$ cat src/rtl/gcd_arbiter_if.sv
// gcd_arbiter_if: request/response bundle between two requesters, the result
// consumer and gcd_arbiter. The iter_count signal only exists when
// GCD_ITER_CNT_EN is defined.
interface gcd_arbiter_if #(
  parameter int W = 8
);
  logic [1:0]   req_valid;
  logic [W-1:0] req_a0;
  logic [W-1:0] req_b0;
  logic [W-1:0] req_a1;
  logic [W-1:0] req_b1;
  logic [1:0]   req_ready;
  logic         resp_valid;
  logic         resp_id;
  logic [W-1:0] resp_gcd;
  logic         resp_ready;
  logic         busy;
`ifdef GCD_ITER_CNT_EN
  logic [15:0]  iter_count;
`endif

`ifdef GCD_ITER_CNT_EN
  modport master (
    output req_valid, req_a0, req_b0, req_a1, req_b1, resp_ready,
    input  req_ready, resp_valid, resp_id, resp_gcd, busy, iter_count
  );
  modport slave (
    input  req_valid, req_a0, req_b0, req_a1, req_b1, resp_ready,
    output req_ready, resp_valid, resp_id, resp_gcd, busy, iter_count
  );
`else
  modport master (
    output req_valid, req_a0, req_b0, req_a1, req_b1, resp_ready,
    input  req_ready, resp_valid, resp_id, resp_gcd, busy
  );
  modport slave (
    input  req_valid, req_a0, req_b0, req_a1, req_b1, resp_ready,
    output req_ready, resp_valid, resp_id, resp_gcd, busy
  );
`endif
endinterface

$ cat src/rtl/gcd_arbiter.sv
// gcd_arbiter: two-requester round-robin arbiter in front of a single
// subtract/swap GCD engine (IDLE -> RUN -> DONE).
// Optional feature macro: GCD_ITER_CNT_EN adds a 16-bit saturating count of
// subtract+swap actions for the current job on bus.iter_count.
module gcd_arbiter #(
  parameter int W = 8
) (
  input  logic          clk,
  input  logic          reset,
  gcd_arbiter_if.slave  bus
);

  typedef enum logic [1:0] {
    IDLE = 2'd0,
    RUN  = 2'd1,
    DONE = 2'd2
  } state_t;

  state_t       state_q;
  logic [W-1:0] x_q;
  logic [W-1:0] y_q;
  logic         owner_q;
  logic         rr_q;
  logic         resp_valid_q;
  logic         resp_id_q;
  logic [W-1:0] resp_gcd_q;
  logic         busy_q;

  logic         any_req;
  logic         grant;
  logic [1:0]   req_ready_d;
  logic         do_step;

  // Arbitration: round-robin pointer breaks ties, otherwise the lone requester wins
  always_comb begin
    any_req = |bus.req_valid;
    grant   = 1'b0;
    if (bus.req_valid == 2'b11) begin
      grant = rr_q;
    end else begin
      grant = bus.req_valid[1];
    end
  end

  // Acceptance pulse is decoded from IDLE so it lines up with the capture edge
  always_comb begin
    req_ready_d = '0;
    if ((state_q == IDLE) && any_req) begin
      req_ready_d = grant ? 2'b10 : 2'b01;
    end
  end

  assign do_step = (state_q == RUN) && (y_q != '0);

  // Main FSM: capture, subtract/swap iteration, and result hold until handshake
  always_ff @(posedge clk) begin
    if (reset) begin
      state_q      <= IDLE;
      x_q          <= '0;
      y_q          <= '0;
      owner_q      <= 1'b0;
      rr_q         <= 1'b0;
      resp_valid_q <= 1'b0;
      resp_id_q    <= 1'b0;
      resp_gcd_q   <= '0;
      busy_q       <= 1'b0;
    end else begin
      case (state_q)
        IDLE: begin
          if (any_req) begin
            x_q     <= grant ? bus.req_a1 : bus.req_a0;
            y_q     <= grant ? bus.req_b1 : bus.req_b0;
            owner_q <= grant;
            busy_q  <= 1'b1;
            state_q <= RUN;
          end
        end
        RUN: begin
          if (y_q == '0) begin
            resp_valid_q <= 1'b1;
            resp_id_q    <= owner_q;
            resp_gcd_q   <= x_q;
            state_q      <= DONE;
          end else if (x_q >= y_q) begin
            x_q <= x_q - y_q;
          end else begin
            x_q <= y_q;
            y_q <= x_q;
          end
        end
        DONE: begin
          if (bus.resp_ready) begin
            resp_valid_q <= 1'b0;
            resp_id_q    <= 1'b0;
            resp_gcd_q   <= '0;
            busy_q       <= 1'b0;
            rr_q         <= ~owner_q;
            state_q      <= IDLE;
          end
        end
        default: begin
          state_q <= IDLE;
        end
      endcase
    end
  end

`ifdef GCD_ITER_CNT_EN
  logic [15:0] iter_q;

  // Per-job action counter: cleared at grant, saturating, frozen outside RUN steps
  always_ff @(posedge clk) begin
    if (reset) begin
      iter_q <= '0;
    end else if ((state_q == IDLE) && any_req) begin
      iter_q <= '0;
    end else if (do_step && (iter_q != '1)) begin
      iter_q <= iter_q + 16'd1;
    end
  end

  assign bus.iter_count = iter_q;
`else
  logic unused_step;
  assign unused_step = do_step;
`endif

  assign bus.req_ready  = req_ready_d;
  assign bus.resp_valid = resp_valid_q;
  assign bus.resp_id    = resp_id_q;
  assign bus.resp_gcd   = resp_gcd_q;
  assign bus.busy       = busy_q;

endmodule

$ cat src/flat_wrapper.sv
// flat-port wrapper written by rule: the top's interface ports become plain ports
module gcd_arbiter_flat 
#(
  parameter int W = 8
)
  (clk, reset, bus_req_valid, bus_req_a0, bus_req_b0, bus_req_a1, bus_req_b1, bus_resp_ready, bus_req_ready, bus_resp_valid, bus_resp_id, bus_resp_gcd, bus_busy);
  gcd_arbiter_if #(.W(W)) bus_i ();
  input  logic clk;
  input  logic reset;
  input wire logic [$bits(bus_i.req_valid)-1:0] bus_req_valid;
  input wire logic [$bits(bus_i.req_a0)-1:0] bus_req_a0;
  input wire logic [$bits(bus_i.req_b0)-1:0] bus_req_b0;
  input wire logic [$bits(bus_i.req_a1)-1:0] bus_req_a1;
  input wire logic [$bits(bus_i.req_b1)-1:0] bus_req_b1;
  input wire logic [$bits(bus_i.resp_ready)-1:0] bus_resp_ready;
  output wire logic [$bits(bus_i.req_ready)-1:0] bus_req_ready;
  output wire logic [$bits(bus_i.resp_valid)-1:0] bus_resp_valid;
  output wire logic [$bits(bus_i.resp_id)-1:0] bus_resp_id;
  output wire logic [$bits(bus_i.resp_gcd)-1:0] bus_resp_gcd;
  output wire logic [$bits(bus_i.busy)-1:0] bus_busy;
  assign bus_i.req_valid = bus_req_valid;
  assign bus_i.req_a0 = bus_req_a0;
  assign bus_i.req_b0 = bus_req_b0;
  assign bus_i.req_a1 = bus_req_a1;
  assign bus_i.req_b1 = bus_req_b1;
  assign bus_i.resp_ready = bus_resp_ready;
  assign bus_req_ready = bus_i.req_ready;
  assign bus_resp_valid = bus_i.resp_valid;
  assign bus_resp_id = bus_i.resp_id;
  assign bus_resp_gcd = bus_i.resp_gcd;
  assign bus_busy = bus_i.busy;
  gcd_arbiter #(.W(W)) u_core (.clk(clk), .reset(reset), .bus(bus_i));
endmodule
$ cat config.mk
export PLATFORM = sky130hd
export DESIGN_NAME = gcd_arbiter_flat
export DESIGN_NICKNAME = d
export VERILOG_FILES = /design/src/rtl/gcd_arbiter_if.sv /design/src/rtl/gcd_arbiter.sv /design/src/flat_wrapper.sv
export SDC_FILE = /design/constraint.sdc
export NUM_CORES = 1
export LEC_CHECK = 0
export BUFFER_PORTS_ARGS = -buffer_cell sky130_fd_sc_hd__buf_2
export CAP_MARGIN = 0
export CELL_PAD_IN_SITES_DETAIL_PLACEMENT = 0
export CELL_PAD_IN_SITES_GLOBAL_PLACEMENT = 2
export CORE_UTILIZATION = 33
export CTS_CLUSTER_SIZE = 25
export DETAILED_ROUTE_END_ITERATION = 12
export HOLD_SLACK_MARGIN = 0.05
export PLACE_DENSITY_LB_ADDON = 0.1
export SYNTH_ARGS = -nofsm -noshare
export SYNTH_HDL_FRONTEND = slang
export SYNTH_SLANG_ARGS = --single-unit
$ cat constraint.sdc
create_clock -name clk -period 4.4 [get_ports clk]
set_input_delay 1.32 -clock clk [delete_from_list [all_inputs] [get_ports clk]]
set_output_delay 1.32 -clock clk [all_outputs]
set_load 0.02 [all_outputs]
==> After elaboration in Yosys (flattened, before gate mapping) <==
Cells that the tools add are included.
{ "classes": {"mux": 27, "magnitude_cmp": 1, "n_bitwise": 1, "n_reduce_logical": 14, "n_eq_ne": 8, "n_addsub": 1} }
{ "ops": {"columns": ["operator", "n"], "rows": [
  ["$mux 8", 10],
  ["$pmux 8 s2", 3],
  ["$reduce_and 3->1", 4],
  ["$mux 2", 5],
  ["$ge 8x8->1", 1],
  ["$logic_not 8->1", 1],
  ["$ne 2x2->1 const B", 4],
  ["$sub 8x8->8", 1],
  ["$pmux 1 s2", 3],
  ["$pmux 2 s3", 1],
  ["$reduce_bool 2->1", 3],
  ["$mux 1", 5],
  ["$eq 2x2->1 const B", 2],
  ["$reduce_and 2->1", 2],
  ["$reduce_and 4->1", 1],
  ["$eq 2x1->1 const B", 1],
  ["$logic_not 2->1", 1],
  ["$ne 2x1->1 const B", 1],
  ["$reduce_or 2->1", 1],
  ["$logic_and 1x1->1", 1],
  ["$not 1->1", 1]
]} }
{ "totals": {"out_inout_bits": 13, "regBits": 31, "elab_cells": 61} }

==> Longest topological paths before layout <==
{ "depth": {"depth_word": 5, "mapped_depth": 10, "ltp_nobuf": 9} }

==> Worst setup path after synthesis <==
Ideal clock, no wire load.
{ "synth_path": {"path_kind": "input port to output port", "startpoint": "input port bus_req_valid[0]", "endpoint": "output port bus_req_ready[0]", "required_ns": 3.080, "arrival_ns": 2.271, "setup_slack_ns": 0.809, "stages": 4, "cell_sequence": "inv_1 -> o21ai_2 -> buf_4 -> nor2b_1"} }
{ "synth_via": {"elab_chain_len": 4, "word_cells_on_any_way": 6, "cone_classes": "1 x eq/ne; 3 x mux; 2 x reduce/logical"} }
{ "synth_rtl": {"columns": ["item", "line_no", "text"], "rows": [
  ["start, declared", "flat_wrapper.sv:10", "input wire logic [$bits(bus_i.req_valid)-1:0] bus_req_valid;"],
  ["$eq 2x2->1", "gcd_arbiter.sv:38", "if (bus.req_valid == 2'b11) begin"],
  ["$mux 1", "gcd_arbiter.sv:38", null],
  ["$mux 2", "gcd_arbiter.sv:49", "req_ready_d = grant ? 2'b10 : 2'b01;"],
  ["$mux 2 (*)", "gcd_arbiter.sv:48", "if ((state_q == IDLE) && any_req) begin"],
  ["end, declared", "flat_wrapper.sv:16", "output wire logic [$bits(bus_i.req_ready)-1:0] bus_req_ready;"]
]} }
Every way passes the cells marked *; elsewhere a longest branch is shown, timed or not.

==> Final worst setup path <==
{ "layout_path": {"startpoint": "input port bus_req_valid[1]", "endpoint": "output port bus_req_ready[0]"} }
Same word-level chain as after synthesis.

==> metrics <==
outcome finished clean; Clk pwr share 0.162; Reg-to-Reg Start u_core.y_q[0]; die boundary width roughly 80 µm; Critical Path RT approximately 3.1 ns; DR vias/cell between 5 and 6; switching power ~760 µW; CTS resizes 0; syn nets 288; period utilization 0.789; Routed WL about 5700 µm; clock skew between 0.006 and 0.007 ns; worst hold endpoint u_core.bus.busy; CTS Buffer Depth 2; total track usage 0.187; P&R area growth vs syn 19.0%; FF/Latch Area 621 µm²; # Post-CTS Setup Buffers 0; sw frac 0.455; Post-CTS Hold Buffers 0; # DRC 0; DIE AREA between 0.006 and 0.007 mm²; Static Leak 1.05 nW; hold path depth 2; Gate power share 0.569; clk root buf clkbuf_8; Slew Viols, Final 0; Clock Sinks 31; R2R Setup Slk ~1.5 ns; Finished Cell Area 0.00239 mm²; Critical Path Source Type primary input; Placement Cell Area about 0.0023 mm²; WL/cell 15.7 µm; io pins 50; max-cap violation count 0; reg2reg end u_core.y_q[3]; Tmin final roughly 3.5 ns; Final TNS setup 0 ns; initial antenna violation count 0; largest net degree at the start of global routing 28; TritonCTS clock tree built; Fmax 288 MHz; CP Capture Type output pin; crit-path max FO 5; global-route wire length before repair about 9000 µm; Die Y-Extent 80.1 µm; antenna viol nets, final 0; Seq/Total Area, Yosys 0.308; CP startpoint bus_req_valid[1]; internal power a little over 900 µW; final hold violation count 0; H-tree levels 2; clk slew on worst S/H paths 0.06 ns; Distinct cells, synth 46; gr ovfl total 0; nets 332; Yosys Warn Count 0; number of inserted diodes 0; # rows 28; unrepaired setup endpoints after global routing no; CTS Buf Count 5; PortBufs 49; initial core utilization 0.342; top_reg_cell synth dfxtp_1; Setup-failing EPs final 0; relative slew slack 0.285; drt pass-1 iters 4; Worst Min Path Start u_core.bus.busy; depth of the most critical reg-to-reg path 8; fillers about 620; cell area after synthesis roughly 0.0020 mm²; ys async rst share 0; Post-Synthesis Cells around 240; Post-synth EDFFs 0; sequential fraction of design power 0.269; DRT iter0 DRCs 53; Worst Tran Pin Value between 1 and 1.5 ns; Crit Path Class primary input to output pin; vias in the first global route between 1500 and 2000; Syn Area/Cell 8.32 µm²; core region area 0.00589 mm²; share of cells above drive strength 1 0.252; hpwl dp approximately 4200 µm; worst-skew pair later-pin latency about 0.28 ns; multi-input logic area approximately 0.0013 mm²; PD cells 701 mW/mm²; Hold Crit Class register to register; GPL Wtd Cong between 0.7 and 0.8; #FFs+latches synth 31; crit path DAT about 2.2 ns; via count 1904; peak supply drop roughly 290 µV
power by group through the flow:
stage	sequential (mW)	combinational (mW)	clock, mW
after floorplan	0.435	0.766	0
after global placement	0.459	0.959	0
after detailed placement	0.458	0.954	0
after CTS	0.452	0.960	0.281
after global routing	0.463	1.07	0.290
final	0.451	0.955	0.271
worst max path at each step:
| stage | endpoint | slack, ns | depth (start not counted) |
|---|---|---|---|
| after floorplan | bus_req_ready[0] | 0.81 | 4 |
| after global placement | bus_req_ready[0] | 0.95 | 4 |
| after detailed placement | bus_req_ready[0] | 0.92 | 4 |
| after CTS | bus_req_ready[0] | 0.92 | 4 |
| after global routing | bus_req_ready[0] | 0.83 | 4 |
| final | bus_req_ready[0] | 0.93 | 4 |
cells in the mapped netlist (all sizes together) (5+ instances only):
library cell | number | area, µm²
nand2 | 25 | 93.8
mux2i | 19 | 190
nor2 | 18 | 67.6
dfxtp | 31 | 621
nor2b | 5 | 31.3
a211o | 9 | 78.8
ha | 8 | 100
nand3 | 15 | 75.1
mux2 | 7 | 78.8
clkbuf | 10 | 37.5
a21oi | 23 | 130
inv | 14 | 52.6
o21ai | 11 | 62.6
a31oi | 6 | 37.5
cell type report:
type / count / area share
clock buffers: 6 / 0.0303
clock inverters: 1 / 0.0125
inverters: 14 / 0.0219
multi-input cells: 184 / 0.531
flip-flops and latches: 31 / 0.259
well taps: 75 / 0.0392
repair buffers: 50 / 0.106
per-layer routing:
| metal | global-route usage | wire (µm) |
|---|---|---|
| met1 | 0.264 | 2890 |
| met2 | 0.285 | 2490 |
| met3 | 0.0352 | 223 |
| met4 | 0.0589 | 74 |
| met5 | 0 | 0 |
stage by stage:
step | worst slack (ns) | std cells | utilization | hold WS, ns | power [mW]
3_3_place_gp | 0.951 | 354 | 0.389 | 0.442 | 1.42
3_5_place_dp | 0.920 | 354 | 0.389 | 0.454 | 1.41
6_report | 0.929 | 361 | 0.407 | 0.461 | 1.68
2_1_floorplan | 0.809 | 242 | - | 0.446 | 1.20
5_1_grt | 0.829 | 361 | 0.407 | 0.484 | 1.82
4_1_cts | 0.919 | 361 | 0.407 | 0.463 | 1.69
critical path: stages:
cell	delay [ns]
buf_2	0.11
o21ai_0	0.46
nor2b_1	0.09
buf_2	0.18
sequential cells by signal (all words and copies together) (netlist names):
| register | flops |
|---|---|
| u_core.rr_q | 1 |
| u_core.bus.resp_id | 1 |
| u_core.bus.resp_valid | 1 |
| u_core.bus.resp_gcd | 8 |
| u_core.bus.busy | 1 |
| u_core.x_q | 8 |
| u_core.state_q | 2 |
| u_core.owner_q | 1 |
| u_core.y_q | 8 |
cell usage in the layout (no fill, tap or decap), types with 3 or more instances in the layout:
cell	synthesis	final
or3_1	4	4
nor2_1	18	18
inv_1	13	13
nor2b_1	5	5
mux2_2	7	7
a211o_1	9	9
ha_1	8	8
a21oi_1	21	21
nand2_1	25	25
clkbuf_8	0	5
nand2b_1	4	4
dfxtp_1	31	31
nand3_1	15	15
buf_2	0	49
mux2i_1	19	19
a31oi_1	6	6
nor3_1	3	3
o21ai_0	7	7
cells by family (layout without fill, tap and decap cells):
kind of cell,Yosys count,count (layout),synth area share
and+or+nand+nor,85,85,0.212
AOI/OAI and AO/OA,61,61,0.214
DFF,31,31,0.308
buffers and inverters,27,71,0.0597
muxes,26,26,0.134
adders and majority gates,9,9,0.0597
xor gates and xnor gates,3,3,0.0131
Power figures use the tool's default switching activity.
